===== src/rtl/zigbee_phase_to_iq.sv =====
// zigbee_phase_to_iq
// Converts a signed phase word into a fixed-amplitude I/Q pair with an
// iterative rotation-mode CORDIC (8 iterations, one per clock).
//
// Ports:
//   clk        system clock, rising edge
//   reset_n    asynchronous active-low reset
//   win        signed phase word, 5.625 deg/LSB
//   iValid     win valid; taken only while ready=1
//   ready      high while IDLE (a new word can be accepted)
//   ibb, qbb   signed I/Q result, held between strobes
//   oValid     one-cycle strobe marking a new ibb/qbb
//   dbg_state  current FSM state (IDLE=0, ROTATE=1, DONE=2)
//
// Handshake: a word is accepted on a rising edge where iValid=1 and ready=1.
// iValid is ignored whenever ready=0; there is no queuing. oValid is a
// single-cycle strobe with no back-pressure.
module zigbee_phase_to_iq #(
  parameter int IQ_SIZE   = 5,
  parameter int W_SIZE    = 6,
  parameter int AMPLITUDE = 15
) (
  input  logic                      clk,
  input  logic                      reset_n,
  input  logic signed [W_SIZE-1:0]  win,
  input  logic                      iValid,
  output logic                      ready,
  output logic signed [IQ_SIZE-1:0] ibb,
  output logic signed [IQ_SIZE-1:0] qbb,
  output logic                      oValid,
  output logic [1:0]                dbg_state
);

  typedef enum logic [1:0] {
    IDLE   = 2'd0,
    ROTATE = 2'd1,
    DONE   = 2'd2
  } state_t;

  // Start vector pre-scaled by the CORDIC gain 0.60725, 6 fractional bits.
  localparam logic signed [11:0] X_INIT  = 12'((AMPLITUDE * 38864 + 500) / 1000);
  localparam logic signed [11:0] SAT_MAX = 12'(2 ** (IQ_SIZE - 1) - 1);

  state_t             state;
  logic [2:0]         iter;
  logic signed [11:0] x_r, y_r;
  logic signed [15:0] z_r;

  logic signed [15:0] z_load;
  logic signed [11:0] x_load;
  logic signed [11:0] x_sh, y_sh;
  logic signed [11:0] x_nxt, y_nxt;
  logic signed [15:0] z_nxt;
  logic signed [15:0] atan_i;
  logic signed [11:0] x_rnd, y_rnd;

  function automatic logic signed [15:0] atan_lut(input logic [2:0] i);
    case (i)
      3'd0:    atan_lut = 16'sd8192;
      3'd1:    atan_lut = 16'sd4836;
      3'd2:    atan_lut = 16'sd2555;
      3'd3:    atan_lut = 16'sd1297;
      3'd4:    atan_lut = 16'sd651;
      3'd5:    atan_lut = 16'sd326;
      3'd6:    atan_lut = 16'sd163;
      default: atan_lut = 16'sd81;
    endcase
  endfunction

  // Symmetric clamp: the most negative code is never produced.
  function automatic logic signed [IQ_SIZE-1:0] sat(input logic signed [11:0] v);
    if (v > SAT_MAX)       sat = IQ_SIZE'(SAT_MAX);
    else if (v < -SAT_MAX) sat = IQ_SIZE'(-SAT_MAX);
    else                   sat = IQ_SIZE'(v);
  endfunction

  always_comb begin
    z_load = 16'(win) <<< (16 - W_SIZE);
    x_load = X_INIT;
    // Phases in the outer half-plane start from -X and a 180-degree offset,
    // keeping the residual angle inside the CORDIC convergence range.
    if (win[W_SIZE-1] ^ win[W_SIZE-2]) begin
      x_load = -X_INIT;
      z_load = z_load ^ 16'sh8000;
    end

    atan_i = atan_lut(iter);
    x_sh   = x_r >>> iter;
    y_sh   = y_r >>> iter;
    if (!z_r[15]) begin
      x_nxt = x_r - y_sh;
      y_nxt = y_r + x_sh;
      z_nxt = z_r - atan_i;
    end else begin
      x_nxt = x_r + y_sh;
      y_nxt = y_r - x_sh;
      z_nxt = z_r + atan_i;
    end

    // Round to nearest integer by adding half an LSB before the shift.
    x_rnd = (x_r + 12'sd32) >>> 6;
    y_rnd = (y_r + 12'sd32) >>> 6;
  end

  always_ff @(posedge clk or negedge reset_n) begin
    if (!reset_n) begin
      state  <= IDLE;
      iter   <= 3'd0;
      x_r    <= '0;
      y_r    <= '0;
      z_r    <= '0;
      ibb    <= '0;
      qbb    <= '0;
      oValid <= 1'b0;
    end else begin
      oValid <= 1'b0;
      case (state)
        IDLE: begin
          if (iValid) begin
            x_r   <= x_load;
            y_r   <= '0;
            z_r   <= z_load;
            iter  <= 3'd0;
            state <= ROTATE;
          end
        end
        ROTATE: begin
          x_r <= x_nxt;
          y_r <= y_nxt;
          z_r <= z_nxt;
          if (iter == 3'd7) begin
            state <= DONE;
          end else begin
            iter <= iter + 3'd1;
          end
        end
        DONE: begin
          ibb    <= sat(x_rnd);
          qbb    <= sat(y_rnd);
          oValid <= 1'b1;
          state  <= IDLE;
        end
        default: state <= IDLE;
      endcase
    end
  end

  assign ready     = (state == IDLE);
  assign dbg_state = state;

endmodule


===== config.mk =====
export PLATFORM = sky130hd
export DESIGN_NAME = zigbee_phase_to_iq
export DESIGN_NICKNAME = d
export VERILOG_FILES = /design/src/rtl/zigbee_phase_to_iq.sv
export SDC_FILE = /design/constraint.sdc
export NUM_CORES = 1
export LEC_CHECK = 0
export ABC_AREA = 0
export CORE_ASPECT_RATIO = 2
export CORE_MARGIN = 5
export CORE_UTILIZATION = 60
export DETAILED_ROUTE_END_ITERATION = 6
export PLACE_DENSITY = 0.84
export RECOVER_POWER = 100
export SYNTH_ARGS = -nofsm -noshare
export SYNTH_HDL_FRONTEND = slang
export SYNTH_SLANG_ARGS = --single-unit

===== constraint.sdc =====
create_clock -name clk -period 6.1 [get_ports clk]
set_clock_uncertainty 0.2 [all_clocks]
set_input_delay 0.61 -clock clk [delete_from_list [all_inputs] [get_ports clk]]
set_output_delay 0.61 -clock clk [all_outputs]
set_load 0.1 [all_outputs]

## Word-level counts from Yosys, hierarchy flattened

Index checks and enable logic that the tools add are counted.

| storage, ports and cells | value |
|---|---|
| input port bits | 9 |
| output and inout bits | 14 |
| register bits | 56 |
| logic and storage cells | 66 |

| cells by class | value |
|---|---|
| shifts and indexed selects | 2 |
| add/subtract/negate cells | 9 |
| eq/ne operators | 12 |
| muxes and demuxes | 23 |
| bitwise logic cells | 2 |
| magnitude comparators | 4 |
| reduce and logical (&&, ||, !) cells | 6 |

Operator list:

| cell | count |
|---|---|
| 14-bit case mux with 7 select lines | 1 |
| 12-bit two-way mux | 5 |
| 16-bit two-way mux | 3 |
| 12-bit case mux with 2 select lines | 2 |
| 16-bit case mux with 2 select lines | 1 |
| 12-bit adder | 2 |
| 12-bit by 7-bit adder with 12-bit output (second input constant) | 2 |
| 12-bit by 3-bit >>> shifter with 12-bit output | 2 |
| 12-bit subtractor | 2 |
| 5-bit two-way mux | 4 |
| 16-bit adder | 1 |
| 16-bit subtractor | 1 |
| 3-bit equality test (second input constant) | 4 |
| 6-bit by 5-bit greater-than comparator with 1-bit output (second input constant) | 2 |
| 6-bit by 5-bit < comparator with 1-bit output (second input constant) | 2 |
| 3-bit by 2-bit equality test with 1-bit output (second input constant) | 2 |
| 3-bit two-way mux | 2 |
| 2-bit != test (second input constant) | 3 |
| 3-bit case mux with 2 select lines | 1 |
| 2-bit two-way mux | 2 |
| 2-bit case mux with 2 select lines | 1 |
| 2-bit AND reduction | 2 |
| 3-bit by 1-bit adder with 3-bit output (second input constant) | 1 |
| 3-bit by 1-bit equality test with 1-bit output (second input constant) | 1 |
| other kinds (9) | 9 |

## Longest topological paths before layout

| depth | value |
|---|---|
| word-level depth | 5 |
| mapped depth | 21 |
| gate-level depth less buffers | 18 |

## Least setup slack after synthesis

OpenSTA, ideal clock, no wires.

| timing path | value |
|---|---|
| path kind | reg2reg |
| start | register iter[0] |
| end | register z_r[14] |
| data arrival time | 4076 ps |
| buffers on the path | 3 |
| period minus slack after synthesis | 4396 ps |
| setup time | 120 ps |
| cell stages (with the launch flop) | 20 |
| required time | 5780 ps |
| setup slack | 1704 ps |
| cell sequence | dfrtp_1 -> buf_6 -> buf_8 -> buf_6 -> inv_2 -> ha_1 -> or4_1 -> o21a_1 -> ha_1 -> mux2_2 -> inv_1 -> fa_1 -> nor2b_1 -> o21a_1 -> o21ai_1 -> a21oi_1 -> o211ai_1 -> a2111oi_0 -> o21ai_0 -> a31o_2 |

| between the ends | value |
|---|---|
| word-level cells in the longest chain between the ends | 5 |
| elaborated cells on any way between the ends | 12 |
| those cells by class | 2 x add/sub; 6 x eq/ne; 3 x mux; 1 x reduce/logical |

Ends and longest elaborated chain:

| element | RTL line | source |
|---|---|---|
| start: declaration | 45 | `logic [2:0] iter;` |
| start signal: assignment | 134 | `iter <= iter + 3'd1;` |
| 3-bit equality test (tied with other cells) | 58 | `case (i)` |
| 14-bit case mux with 7 select lines * | 58 |  |
| 16-bit subtractor / 16-bit adder (equally long branches) | 93, 97 |  |
| 16-bit two-way mux * | 90 | `if (!z_r[15]) begin` |
| 16-bit case mux with 2 select lines * | 117 | `case (state)` |
| end signal: assignment | 122 | `z_r <= z_load;` |
| end signal: assignment | 130 | `z_r <= z_nxt;` |
| end: declaration | 47 | `logic signed [15:0] z_r;` |

Mark *: on every way between the ends. The rest lies on a longest branch, timed or not.
A chain may end at the register's enable or synchronous reset.

## Worst setup path in the final report

| timing path | value |
|---|---|
| start | register iter[1] |
| end | register z_r[14] |

The elaborated chain is that of the path after synthesis.

==> qor.txt <==
Status: complete, but fails checks
Failing checks: max-capacitance violations, max-slew violations
Critical Path Sink Type: register
Netlist Area Pre-Place: 0.005881 mm²
Vias in the first global route: 5,540
Drc violations: 0
CTS buffer count: 5
Nets: 766
Max incr delay on CP: 0.63 ns
Global-route wire length before repair: 25,400 µm
Core box area: 0.009699 mm²
CTS tree: done
Drt initial violations: 452
Diode count: 0
Die H: 150.0 µm
Syn_nets: 768
CTS Sinks: 56
DR pass1 iterations: 6
Routed Antenna Nets: 0
GRT Overall Usage: 26.81%
R2r setup slk: 1.15 ns
Area after DPL: 0.006141 mm²
Clk slew on worst S/H paths: 0.07 ns
Avg Inst Size Synth: 8.353 µm²
Fill cell count: 827
Post-synthesis async set-or-reset flop share: 100.0%
Final period util: 81.11%
IO buf count: 22
CP required: 6.09 ns
Worst hold path startpoint: qbb[1]$_DFFE_PN0P_
Crit. Startpoint: iter[1]$_DFFE_PN0P_
Hpwl dp: 11,580 µm
Setup bufs post-CTS: 0
Final hold viol count: 0
Ys Warns: 0
Netlist cell types: 68
Avg WL per Cell: 18.25 µm
Via Count: 5,352
Die Width: 80.01 µm
Slew of the pin with the lowest slew margin: 3.128 ns
Crit-path cells: inv_1, ha_1, or4_1, o21a_1, ha_1, mux2_1, inv_1, fa_1, nor2b_1, o21a_1, o21ai_0, a21oi_1, o211ai_1, a2111oi_0, o21ai_0, a31o_2
Sequential cell area fraction in the yosys report: 23.83%
H-tree levels: 2
Worst path top cell family by delay: compound AO/OA/AOI/OAI gates
Fraction of layout cells with a size suffix above 1: 6.259%
EDFF count, synth: 0
CP max-delay cell: dfrtp_1
Min-Delay Path Depth: 2
Post-CTS sizing: 0
Reg-to-reg startpoint: iter[1]$_DFFE_PN0P_
Critical Path Source Type: register
R2R cell count: 16
Largest net degree at the start of global routing: 57
Rows: 51
Setup Viol. Count Final: 0
CTS root buf: clkbuf_16
Congestion Overflow GR: 0
Vias/cell: 6.410
Routed WL: 15,240 µm
Main synth FF type: dfrtp_1
Unrepaired setup endpoints after global routing: false
Slew Viols, Final: 57
Worst skew pair latency: 0.30 ns
Post-Synthesis Cells: 704
Die ar.: 0.01200 mm²
CTS Buffer Depth: 2
Setup TNS: 0 ns
Setup Crit Path Kind: register to register
Initial core utilization: 60.63%
GPL Wtd Cong: 0.9393
Min-delay worst type: register to register
Final min period: 4.948 ns
Achievable frequency: 0.2021 GHz
Max Cap Violations: 1
CP max FO: 14
Levels on crit path: 16
Area grow syn2layout: 7.319%
Buf/Inv on CP: 2
Worst path arrival time: 4.94 ns
#FFs+latches synth: 56
Antenna violations before repair: 0
Slew HR: -108.6%
Post-route cell area: 0.006311 mm²
# IOs: 23
Hold Buf Count CTS: 0
## cells in the mapped netlist (3+ instances only)
cell	n	area (µm²)
a31oi_1	10	62.56
ha_1	52	650.6
nand3_1	17	85.08
nor2_1	61	229.0
a21oi_1	59	295.3
and3_1	3	18.77
clkbuf_1	26	97.59
xor2_1	27	236.5
mux4_1	4	105.1
nand2_1	79	296.5
o22ai_1	4	25.02
mux4_2	12	270.3
nand2b_1	8	50.05
mux2_2	5	56.30
nor3_1	12	60.06
o31ai_1	6	45.04
buf_1	4	15.01
o21ai_0	57	285.3
a21o_1	9	67.56
o21bai_1	6	45.04
and2_1	4	25.02
or3_1	7	43.79
o211ai_1	5	37.54
a211oi_1	4	30.03
inv_1	27	101.4
fa_1	3	60.06
nor2b_1	9	56.30
buf_2	6	30.03
maj3_1	6	60.06
or2_2	3	18.77
nor4_1	3	18.77
nor3b_1	3	22.52
mux2i_1	19	190.2
xnor2_1	33	289.0
o21a_1	9	67.56
dfrtp_1	56	1401
## cell usage in the layout, fill, tap and decap left out, drive strengths merged, types with 3 or more instances in the layout
cell and count:
mux2 7, nor3 12, mux4 16, and2 5
o31ai 6, nand2 79, nor4 3, xor2 27
a21oi 59, nand2b 8, dfrtp 56, a211oi 5
o21a 9, nand3 18, buf 8, ha 52
nor2 61, xnor2 33, o21ai 59, clkdlybuf4s50 6
or2 3, clkbuf 8, mux2i 22, maj3 6
o22ai 4, or3 7, fa 3, o21bai 6
o211ai 5, nor2b 9, a31oi 10, dlygate4sd3 15
a21boi 3, nor3b 3, a21o 9, inv 29
and3 3
## kinds of logic after synthesis
group | synth area share [%]
multiplexers | 11.96
adder cells (fa/ha/maj) | 13.11
AND/OR/NAND/NOR | 16.72
AO/OA/AOI/OAI | 20.34
buffers and inverters | 5.106
XOR/XNOR | 8.936
flip-flops | 23.83
## layer usage
metal,GRT usage (%),up-vias,share of wire [%]
met5,0,-,0
met4,19.37,0,7.4
met2,49.25,190,54
li1,-,2518,-
met3,3.253,77,4.0
met1,26.71,2567,35
## stage by stage
| stage | utilization, % | instances | setup WS, ns | hold slack, ns |
|---|---|---|---|---|
| 6_report | 65.07 | 835 | 1.152 | 0.2773 |
| 5_1_grt | 65.07 | 835 | 0.7946 | 0.3148 |
| 4_1_cts | 65.14 | 835 | 1.300 | 0.2850 |
| 3_5_place_dp | 63.31 | 827 | 1.300 | 0.2673 |
| 3_3_place_gp | 63.31 | 827 | 1.515 | 0.2617 |
| 2_1_floorplan | - | 704 | 1.704 | 0.1144 |
## area by class of cell
type	count	area (µm²)	share of cell area (%)
flip-flops and latches	56	1401	22.20
multi-input cells	578	4179	66.22
clock inverters	2	38.79	0.6146
well taps	132	165.2	2.617
clock buffers	6	138.9	2.201
inverters	30	112.6	1.784
repair buffers	31	275.3	4.362
## tightest hold or removal path: stages (launching register included)
cell and delay (ns):
dfrtp_1 0.34, nand2_1 0.04, o21ai_0 0.06
## final timing paths
path | endpoint
min in group asynchronous | y_r[3]$_DFFE_PN0P_
max reg2reg | z_r[14]$_DFFE_PN0P_
min reg2reg | qbb[1]$_DFFE_PN0P_
min | qbb[1]$_DFFE_PN0P_
max in group asynchronous | z_r[5]$_DFFE_PN0P_
max | z_r[14]$_DFFE_PN0P_
## flip-flops by register name (all words and copies together), names as in the netlist
| register | cells |
|---|---|
| x_r | 12 |
| oValid | 1 |
| z_r | 16 |
| dbg_state | 2 |
| qbb | 5 |
| ibb | 5 |
| y_r | 12 |
| iter | 3 |
Power is not shown: default switching activity piles up to over one toggle a cycle in this logic, so the estimate is an artifact.
